`config.mk`:
```
export PLATFORM = sky130hd
export DESIGN_NAME = ahb_lite_slave_mux_tmo
export DESIGN_NICKNAME = d
export VERILOG_FILES = /design/src/rtl/ahb_lite_slave_mux_tmo.sv
export SDC_FILE = /design/constraint.sdc
export NUM_CORES = 1
export LEC_CHECK = 0
export BUFFER_PORTS_ARGS = -buffer_cell sky130_fd_sc_hd__buf_2
export CAP_MARGIN = 20
export CORE_AREA = 2 2 241 243
export DETAILED_ROUTE_END_ITERATION = 7
export DIE_AREA = 0 0 243 245
export GPL_TIMING_DRIVEN = 0
export PLACE_DENSITY = 0.37
export SLEW_MARGIN = 20
export SYNTH_ARGS = -nofsm -noshare
export SYNTH_HDL_FRONTEND = slang
export SYNTH_SLANG_ARGS = --single-unit
```
`constraint.sdc`:
```
create_clock -name HCLK -period 5.5 [get_ports HCLK]
set_clock_uncertainty 0.1 [all_clocks]
set_input_delay 0.825 -clock HCLK [delete_from_list [all_inputs] [get_ports HCLK]]
set_output_delay 0.825 -clock HCLK [all_outputs]
set_load 0.05 [all_outputs]
```
`src/rtl/ahb_lite_slave_mux_tmo.sv`:
```
// AHB-Lite slave-side response multiplexer with integrated default slave
// (two-cycle ERROR on bad decode) and a per-transfer wait-state watchdog.
module ahb_lite_slave_mux_tmo #(
  parameter int unsigned NUM_SLAVES     = 16,
  parameter int unsigned DATA_WIDTH     = 32,
  parameter int unsigned TIMEOUT_CYCLES = 256
) (
  input  logic                             HCLK,
  input  logic                             HRESET,
  input  logic                             HREADY,
  input  logic [1:0]                       HTRANS,
  input  logic [NUM_SLAVES-1:0]            HSEL_A,
  input  logic [NUM_SLAVES-1:0]            HREADYOUT_A,
  input  logic [NUM_SLAVES-1:0]            HRESP_A,
  input  logic [NUM_SLAVES*DATA_WIDTH-1:0] HRDATA_A,
  output logic                             HREADYOUT,
  output logic                             HRESP,
  output logic [DATA_WIDTH-1:0]            HRDATA,
  output logic                             DECERR_PULSE,
  output logic                             TIMEOUT_PULSE,
  output logic [15:0]                      ERR_COUNT
);

  localparam int unsigned CW = (TIMEOUT_CYCLES > 0) ? $clog2(TIMEOUT_CYCLES + 1) : 1;
  localparam logic [CW-1:0] TMO = CW'(TIMEOUT_CYCLES);

  typedef enum logic [1:0] {IDLE, SLAVE, ERR1, ERR2} state_t;

  state_t                  state, state_nxt;
  logic [NUM_SLAVES-1:0]   sel_reg, sel_nxt;
  logic [CW-1:0]           wait_cnt, wait_nxt;
  logic                    tmo_flag, tmo_nxt;
  logic                    err_inc;
  logic                    sample;
  logic                    hsel_onehot;
  logic                    sel_ready, sel_resp;
  logic [DATA_WIDTH-1:0]   sel_rdata;
  logic [15:0]             err_cnt;
  logic                    unused_htrans0;

  assign unused_htrans0 = HTRANS[0];

  assign hsel_onehot = (HSEL_A != '0) && ((HSEL_A & (HSEL_A - NUM_SLAVES'(1))) == '0);

  // sel_reg is one-hot (or zero), so an AND-OR reduction forms the mux
  always_comb begin
    sel_ready = 1'b0;
    sel_resp  = 1'b0;
    sel_rdata = '0;
    for (int unsigned i = 0; i < NUM_SLAVES; i++) begin
      if (sel_reg[i]) begin
        sel_ready = sel_ready | HREADYOUT_A[i];
        sel_resp  = sel_resp  | HRESP_A[i];
        sel_rdata = sel_rdata | HRDATA_A[i*DATA_WIDTH +: DATA_WIDTH];
      end
    end
  end

  always_comb begin
    state_nxt = state;
    sel_nxt   = sel_reg;
    wait_nxt  = wait_cnt;
    tmo_nxt   = tmo_flag;
    err_inc   = 1'b0;
    sample    = 1'b0;
    case (state)
      IDLE: sample = HREADY;
      SLAVE: begin
        if (sel_ready) begin
          sample = HREADY;
        end else begin
          if (wait_cnt != TMO) wait_nxt = wait_cnt + CW'(1);
          if ((TIMEOUT_CYCLES != 0) && (wait_nxt == TMO)) begin
            state_nxt = ERR1;
            tmo_nxt   = 1'b1;
            err_inc   = 1'b1;
          end
        end
      end
      ERR1:    state_nxt = ERR2;
      ERR2:    sample = HREADY;
      default: state_nxt = IDLE;
    endcase

    if (sample) begin
      if (!HTRANS[1]) begin
        state_nxt = IDLE;
      end else if (hsel_onehot) begin
        state_nxt = SLAVE;
        sel_nxt   = HSEL_A;
        wait_nxt  = '0;
      end else begin
        state_nxt = ERR1;
        tmo_nxt   = 1'b0;
        err_inc   = 1'b1;
      end
    end
  end

  always_ff @(posedge HCLK) begin
    if (HRESET) begin
      state    <= IDLE;
      sel_reg  <= '0;
      wait_cnt <= '0;
      tmo_flag <= 1'b0;
      err_cnt  <= '0;
    end else begin
      state    <= state_nxt;
      sel_reg  <= sel_nxt;
      wait_cnt <= wait_nxt;
      tmo_flag <= tmo_nxt;
      if (err_inc && (err_cnt != '1)) err_cnt <= err_cnt + 16'd1;
    end
  end

  always_comb begin
    HREADYOUT = 1'b1;
    HRESP     = 1'b0;
    HRDATA    = '0;
    case (state)
      SLAVE: begin
        HREADYOUT = sel_ready;
        HRESP     = sel_resp;
        HRDATA    = sel_rdata;
      end
      ERR1: begin
        HREADYOUT = 1'b0;
        HRESP     = 1'b1;
      end
      ERR2: begin
        HREADYOUT = 1'b1;
        HRESP     = 1'b1;
      end
      default: ;
    endcase
  end

  // tmo_flag records why ERR1 was entered, selecting which pulse fires
  assign DECERR_PULSE  = (state == ERR1) && !tmo_flag;
  assign TIMEOUT_PULSE = (state == ERR1) &&  tmo_flag;
  assign ERR_COUNT     = err_cnt;

endmodule

```
# Word-level counts from Yosys, hierarchy flattened
# Index checks and enable logic that the tools add are counted.
# classes
addsub,3
reduce_logical,13
muxes,79
eq_ne,8
bitwise_logic,46
# op_table
op,n
two-way mux 32 bit,17
OR 32 bit,15
two-way mux 9 bit,8
two-way mux 1 bit,45
OR 1 bit,30
adder 16 x 1 -> 16 bit (second input constant),1
AND 16 bit,1
zero test 16 bit,1
!= test 16 bit (second input constant),1
nonzero test 16 bit,1
subtractor 16 x 1 -> 16 bit (second input constant),1
two-way mux 2 bit,5
adder 9 x 1 -> 9 bit (second input constant),1
equality test 9 bit (second input constant),1
!= test 9 bit (second input constant),1
!= test 3 bit (second input constant),2
case mux 1 bit (2 select lines),3
AND reduction 3 bit,2
equality test 2 bit (second input constant),2
logical AND 1 bit,4
case mux 2 bit (2 select lines),1
OR reduction 2 bit,2
nonzero test 3 bit,1
equality test 2 x 1 -> 1 bit (second input constant),1
other kinds (2),2
# totals
ff_bits,44
elab_cells,154
input_bits,565

# Longest topological paths before layout
# Gate-level depths: netlist (run 1).
# logic_depth
ltp_word,41
mapped_depth,10
ltp_nobuf,9

# Worst setup path before layout (run 1)
# OpenSTA, ideal clock, no wires.
# synth_timing
path_kind,register -> output
start,register sel_reg[15]
end,output HRDATA[27]
slack_ps,2432
n_path_buf,3
arrival_ps,2143
path_stages_with_launch,7
path_cell_list,dfxtp_1 clkbuf_1 clkbuf_1 buf_1 a22oi_1 and3_1 a31oi_1
# synth_via
elab_chain_len,2
# synth_lines
element,line,text
start: declaration,30,"logic [NUM_SLAVES-1:0] sel_reg, sel_nxt;"
start signal: assignment,109,sel_reg <= sel_nxt;
two-way mux 32 bit,51,if (sel_reg[i]) begin
two-way mux 32 bit,120,case (state)
end: declaration,18,"output logic [DATA_WIDTH-1:0] HRDATA,"
# No other way between the ends.

# Worst setup path in the final report (run 1)
# layout_timing
start,register sel_reg[15]
end,output HRDATA[21]
# The elaborated chain is that of the path after synthesis.

==> results of run 1 <==
==> how the worst min path moves through the flow <==
stage	startpoint	endpoint	slack [ps]	cells past startpoint
floorplan	tmo_flag	tmo_flag	360	2
CTS	tmo_flag	tmo_flag	400	2
finish	tmo_flag	tmo_flag	390	2
global route	tmo_flag	tmo_flag	440	2
global placement	tmo_flag	tmo_flag	380	2
detailed placement	tmo_flag	tmo_flag	380	2
==> cell type report <==
type | count | area [um^2] | share of cell area
antenna | 28 | 70.1 | 0.00701
buffer | 82 | 347 | 0.0347
clock buffer | 6 | 129 | 0.0129
clock inverter | 1 | 5.00 | 0.000501
inverter | 10 | 37.5 | 0.00375
multi-input combinational | 575 | 4420 | 0.442
sequential | 44 | 881 | 0.0881
tap | 765 | 957 | 0.0957
timing repair buffer | 620 | 3150 | 0.315
==> per-layer routing <==
layer / vias up / share of wire / GRT usage / wire, um
met2: 625 / 0.46 / 0.406 / 35400
met1: 4883 / 0.40 / 0.300 / 31100
met5: - / 0.0055 / 0 / 429
li1: 4289 / - / - / -
met4: 66 / 0.035 / 0.0808 / 2730
met3: 185 / 0.10 / 0.0877 / 7780
==> logic make-up after synthesis <==
| group | Yosys count | synth area share |
|---|---|---|
| multiplexers | 30 | 0.0625 |
| buffers and inverters | 92 | 0.0634 |
| AO/OA/AOI/OAI | 350 | 0.510 |
| flip-flops | 44 | 0.156 |
| AND/OR/NAND/NOR | 174 | 0.171 |
| XOR/XNOR | 12 | 0.0186 |
| adder cells (fa/ha/maj) | 9 | 0.0190 |
==> cell usage in the layout, fill, tap and decap left out, drive strengths merged, types with 3 or more instances in the layout <==
master,netlist,layout
nor3,7,7
a221oi,100,100
nand2b,7,7
buf,10,630
nor2b,17,17
nor2,42,42
xor2,3,3
and3,40,40
and2,7,7
nor4,4,4
a31oi,33,33
and4,3,3
a211oi,7,7
nand4b,3,3
a21oi,16,16
dfxtp,44,44
xnor2,9,9
mux2i,17,17
clkbuf,72,78
nand2,13,13
nand3,11,11
nand4,13,13
inv,10,10
a22o,101,101
ha,7,7
mux2,13,13
diode,0,28
a22oi,72,72
==> power by group through the flow <==
stage,clock network (uW),registers [uW],logic [uW]
3_3_place_gp,0,349,492
4_1_cts,304,342,500
2_1_floorplan,0,354,175
5_1_grt,314,344,533
6_report,299,342,500
3_5_place_dp,0,349,498
==> worst reg2reg max path, delay by kind of cell (launching register included) <==
family	cells	cell delay [ps]
and+or+nand+nor	4	1330
buffers and inverters	2	930
AOI/OAI and AO/OA	2	570
muxes	1	310
DFF	1	300
==> per-stage QoR <==
step	instances	util	power [uW]
CTS	2103	0.174	1150
detailed placement	2096	0.172	847
finish	2131	0.175	1140
global placement	2091	0.170	840
floorplan	711	-	529
global route	2122	0.175	1190
==> impl_results.md, run 1 <==
* Final setup margin at about 310 ps
* Top-count cell post-synth: a22o_1
* RePlAce Congestion at 0.991
* Async set-reset flop share out of synthesis at 0
* Sequential Power Share at 0.300
* Area growth syn-to-layout at 76.5%
* Worst EP arrival at 4260 ps
* Crit. Startpoint: sel_reg[15]
* Setup TNS at 0 ps
* Reg2reg path depth at 9
* Worst slew pin tran at 1260 ps
* Top cell type's share of synthesized area at 0.156
* Worst Path Buf+Inv at 4
* Clk_lat worst skew at 300 ps
* Fmax achieved at 193 MHz
* Combinational cell fraction of total power at 0.438
* Vias at between 10k and 15k
* ANT nets after route at 0
* Cell family with most CP delay: buffers and inverters
* Initial core utilization at 0.0993
* Relative slew slack at 0.162
* Die width at 243 um
* CP Launch Type: register
* Max cap viols at 0
* Post-Route Hold Slack at 394 ps
* Post-synth cell types at 58
* CP max stage cell: clkbuf_1
* Total core area at about 57,000 um^2
* Post-CTS Setup Repair Bufs at 0
* Area after DPL at just under 10,000 um^2
* YS warnings at 0
* Number of flops mapped to enable cells by yosys at 0
* Drt pass-1 iters at 5
* Post-Place Setup Slack at 732 ps
* Leading area contributor after synthesis: a22o_1
* Hold/Removal Path Class: reg -> reg
* # DRC at 0
* Peak VDD IR at 0.105 mV
* Final WL at between 70,000 and 80,000 um
* Worst r2r dst: ERR_COUNT[11]
* Synth area leaders: a22o_1, dfxtp_1, a221oi_1, a22oi_1, clkbuf_1
* # IOs at between 600 and 700
* Hold Violations, Final at 0
* Vias in the first global route at 10.1k
* Cell mode on critical path: clkbuf_1
* Seq/Total Area, Yosys at 0.156
* RR Startpoint: sel_reg[15]
* Vias/cell at 4.72
* Worst-path fanout max at 10
* Final setup violation count at 0
* Chip height at 245 um
* Mapped Nets at 1,283
* Largest net degree at the start of global routing at 13
* Share of layout cells above drive strength 1 at 0.506
* Critical Path Stages at 7
* Mapped Area at 5660 um^2
* Crit Path Category: reg -> out
* Worst reg-to-reg setup slack at approximately 1900 ps
* Fill count at 6,704
* Required time of the critical path at between 4000 and 5000 ps
* H-Tree Depth at 2
* PwrDens at 114 nW/um^2
* Total CTS buffers at 5
* CTS sink cnt at 44
* Avg Inst Size Synth at 7.97 um^2
* CP Capture Type: output pin
* Post-cts sizing count at 0
* Clk pwr share at 0.262
* Critical Path Max Stage Delay at 910 ps
* Die Footprint at 59,500 um^2
* RSZ-0062 raised after global routing: false
* Synth cell count leaders: a22o_1, a221oi_1, a22oi_1, clkbuf_1, dfxtp_1
* Status: complete, no violations
* CTS clk-pin slew, worst paths at 60 ps
* Prevailing post-synth register cell: dfxtp_1
* Crit-path cells: clkbuf_1 -> clkbuf_1 -> buf_1 -> a22oi_1 -> and3_1 -> a31oi_1 -> buf_2
* Leakage at 0.00436 uW
* Initial antenna violation count at 96
* Tot GR Track Use at 0.247
* Min Tclk post-route at 5190 ps
* Sw frac at 0.380
* Internal power at 708 uW
* DR iter-0 viols at between 600 and 700
* Input/output buffers at between 600 and 700
* Row count at 88
* CTS tree: done
* Register bit count reported by yosys at between 40 and 50
* Post-Synthesis Cells at 711
* Routed len/inst at ~36 um
* Root Driver: clkbuf_16
* Design Area, Final at roughly 10000 um^2
* # nets final at 1,910
* DP HPWL at 64,900 um
* Tcrit/Tclk final at 0.943
* Clock Tree Buf Depth at 2
* P_sw at 434 uW
* Critical Path Sink: HRDATA[21]
* Slew Limit Fails at 0
* Grt total ovfl at 0
* First-pass GRT wire length at about 98,000 um
* # hold bufs at CTS at 0
Power figures use the tool's default switching activity.
==> inputs of run 2 (changes only) <==
Settings changed: RECOVER_POWER set to 50.
==> run 2 against run 1 <==
  * Count of clock-buffer cells in the layout did not move
  * Cell count rose by 0.33%
  * Hold slack barely moved
  * Global-route usage did not move
  * First-iteration DRC count fell by 5.3%
  * Critical path depth did not move
  * Via count fell by 0.49%
  * Sequential power barely moved
  * Non-clock buffer count did not move
  * Clock power barely moved
  * Wire length fell by 0.12%
  * Flip-flop and latch count did not move
  * Critical path type unchanged
  * Highest routed layer unchanged
==> impl_results.md, run 2 (synthesis results as in run 1) <==
* Status: complete, no violations
* RR Startpoint: sel_reg[7]
* Fill count at 6,719 (+0.22%)
* H-Tree Depth at 2 (unchanged)
* Cell mode on critical path: clkbuf_1
* Grt total ovfl at 0 (unchanged)
* Initial antenna violation count at 96 (unchanged)
* RSZ-0062 raised after global routing: false
* CP Capture Type: output pin
* CP max stage cell: buf_1
* Die width at 243 um (unchanged)
* Sequential Power Share at 0.302 (+0.002)
* Routed len/inst at 36.2 um (-0.44%)
* Most frequent cells in the layout: buf_2, a22o_1, a221oi_1
* Hold Violations, Final at 0 (unchanged)
* M2 GR Usage at 0.406 (unchanged)
* Routing usage on met3 at 0.0877 (unchanged)
* Total CTS buffers at 5 (unchanged)
* Min Tclk post-route at 5190 ps (+2.20 ps)
* Crit Path Category: reg -> out
* P_sw at 433 uW (-0.19%)
* Max cap viols at 0 (unchanged)
* Met1 Resource Use GR at 0.300 (unchanged)
* Total core area at 57,000 um^2 (unchanged)
* RePlAce Congestion at 0.991 (unchanged)
* Cell family with most CP delay: buffers and inverters
* Setup TNS at 0 ps (unchanged)
* Final setup violation count at 0 (unchanged)
* CP Launch Type: register
* Worst r2r dst: ERR_COUNT[11]
* CTS clk-pin slew, worst paths at 60 ps (about the same)
* Clk pwr share at 0.264 (+0.002)
* Required time of the critical path at 4580 ps (about the same)
* Worst EP arrival at 4260 ps (about the same)
* Worst slew pin tran at 1230 ps (-29.1 ps)
* Worst reg-to-reg setup slack at 1400 ps (-460 ps)
* Crit-path cells: clkbuf_1 -> clkbuf_1 -> buf_1 -> a22oi_1 -> and3_1 -> a31oi_1 -> buf_2
* Slew Limit Fails at 0 (unchanged)
* Relative slew slack at 0.181 (+0.0194)
* # nets final at 1,910 (unchanged)
* Final WL at 77,400 um (-0.12%)
* Vias/cell at 4.68 (-0.81%)
* Area growth syn-to-layout at 75.8%
* Post-CTS Setup Repair Bufs at 0 (unchanged)
* Worst Path Buf+Inv at 4 (unchanged)
* Tot GR Track Use at 0.247 (unchanged)
* # hold bufs at CTS at 0 (unchanged)
* Drt pass-1 iters at 5 (unchanged)
* Post-Route Hold Slack at 394 ps (+0.225 ps)
* Chip height at 245 um (unchanged)
* Clock Tree Buf Depth at 2 (unchanged)
* Clk_lat worst skew at 300 ps (about the same)
* Critical Path Max Stage Delay at 930 ps (+20 ps)
* Worst hold start: tmo_flag
* Tcrit/Tclk final at 0.944 (about the same)
* Initial core utilization at 0.0993 (unchanged)
* Peak VDD IR at 0.109 mV (+3.3%)
* Post-Place Setup Slack at 732 ps (unchanged)
* Vias in the first global route at 10.1k (unchanged)
* Share of layout cells above drive strength 1 at 0.487 (-0.0194)
* Worst-path fanout max at 10 (unchanged)
* ANT nets after route at 0 (unchanged)
* DR iter-0 viols at 647 (-5.3%)
* Most Crowded Layer GR: met2
* Internal power at 703 uW (-0.64%)
* Placed Cells at 2,096 (unchanged)
* # IOs at 617 (unchanged)
* Root Driver: clkbuf_16
* Input/output buffers at 615 (unchanged)
* Row count at 88 (unchanged)
* Final setup margin at 310 ps (-2.20 ps)
* Hold/Removal Path Class: reg -> reg
* Post-cts sizing count at 0 (unchanged)
* Sw frac at 0.381 (+0.00105)
* Die Footprint at 59,500 um^2 (unchanged)
* Combinational cell fraction of total power at 0.435 (-0.003)
* DP HPWL at 64,900 um (unchanged)
* First-pass GRT wire length at 97,700 um (unchanged)
* CTS sink cnt at 44 (unchanged)
* Final cell count without fillers at 2,138 (+0.33%)
* WHS Endpoint: tmo_flag
* Reg2reg path depth at 9 (unchanged)
* Fmax achieved at 193 MHz (about the same)
* Largest net degree at the start of global routing at 13 (unchanged)
* # DRC at 0 (unchanged)
* Vias at 9,999 (-0.49%)
* Hold path cells at 2 (unchanged)
* Most common cell after layout, fill and taps aside: buf_2
* Leakage at 0.00427 uW (-2.1%)
* CTS tree: done
* PwrDens at 114 nW/um^2 (about the same)
-- run 2: cell count changes in the layout (fill, tap and decap cells not counted), moves of 2 or more --
cell / previous run / this run
clkbuf_1: 56 / 77
a21oi_2: 9 / 7
buf_2: 621 / 601
diode_2: 28 / 35
a21oi_1: 7 / 9
-- run 2: per-stage QoR --
| stage | area [um^2] | total power, uW | utilization |
|---|---|---|---|
| 6_report | 9960 | 1140 | 0.175 |
| 5_1_grt | 9920 | 1180 | 0.174 |
| 4_1_cts | 9930 | 1150 | 0.174 |
| 3_5_place_dp | 9790 | 847 | 0.172 |
| 3_3_place_gp | 9700 | 840 | 0.170 |
| 2_1_floorplan | 5660 | 529 | - |
-- run 2: power by group through the flow --
stage | combinational [uW] | clock (uW) | sequential [uW]
floorplan | 175 | 0 | 354
finish | 494 | 299 | 343
detailed placement | 498 | 0 | 349
global placement | 492 | 0 | 349
CTS | 500 | 304 | 342
global route | 526 | 314 | 344
-- run 2: area by class of cell --
class | instances | area [um^2] | share of cell area
inverters | 10 | 37.5 | 0.00377
multi-input cells | 575 | 4390 | 0.441
flip-flops and latches | 44 | 881 | 0.0885
clock buffers | 6 | 129 | 0.0129
clock inverters | 1 | 5.00 | 0.000503
well taps | 765 | 957 | 0.0961
diodes | 35 | 87.6 | 0.00880
repair buffers | 620 | 3130 | 0.314
plain buffers | 82 | 340 | 0.0342
-- run 2: worst reg2reg max path, cell delays in order, from the launching register on --
cell and delay (ps):
dfxtp_1 300, clkbuf_1 500, a22oi_1 360, nand2_1 180, nor2_1 120, nor4b_1 760, nand4_1 660, clkbuf_1 470
a21oi_2 260, mux2_4 310
-- run 2: routing by layer --
layer | share of wire | routed length [um]
met5 | 0.0049 | 380
met4 | 0.034 | 2610
met3 | 0.10 | 7920
met2 | 0.46 | 35400
met1 | 0.40 | 31000
-- run 2: worst max-delay path by stage --
stage               cells after the start    endpoint  slack (ps)         from
finish                                  7  HRDATA[21]         310  sel_reg[15]
CTS                                     7  HRDATA[21]         420  sel_reg[15]
global route                            7  HRDATA[21]         410  sel_reg[15]
floorplan                               6  HRDATA[27]        2430  sel_reg[15]
detailed placement                      7  HRDATA[21]         730  sel_reg[15]
global placement                        6   HRDATA[3]         400  sel_reg[15]
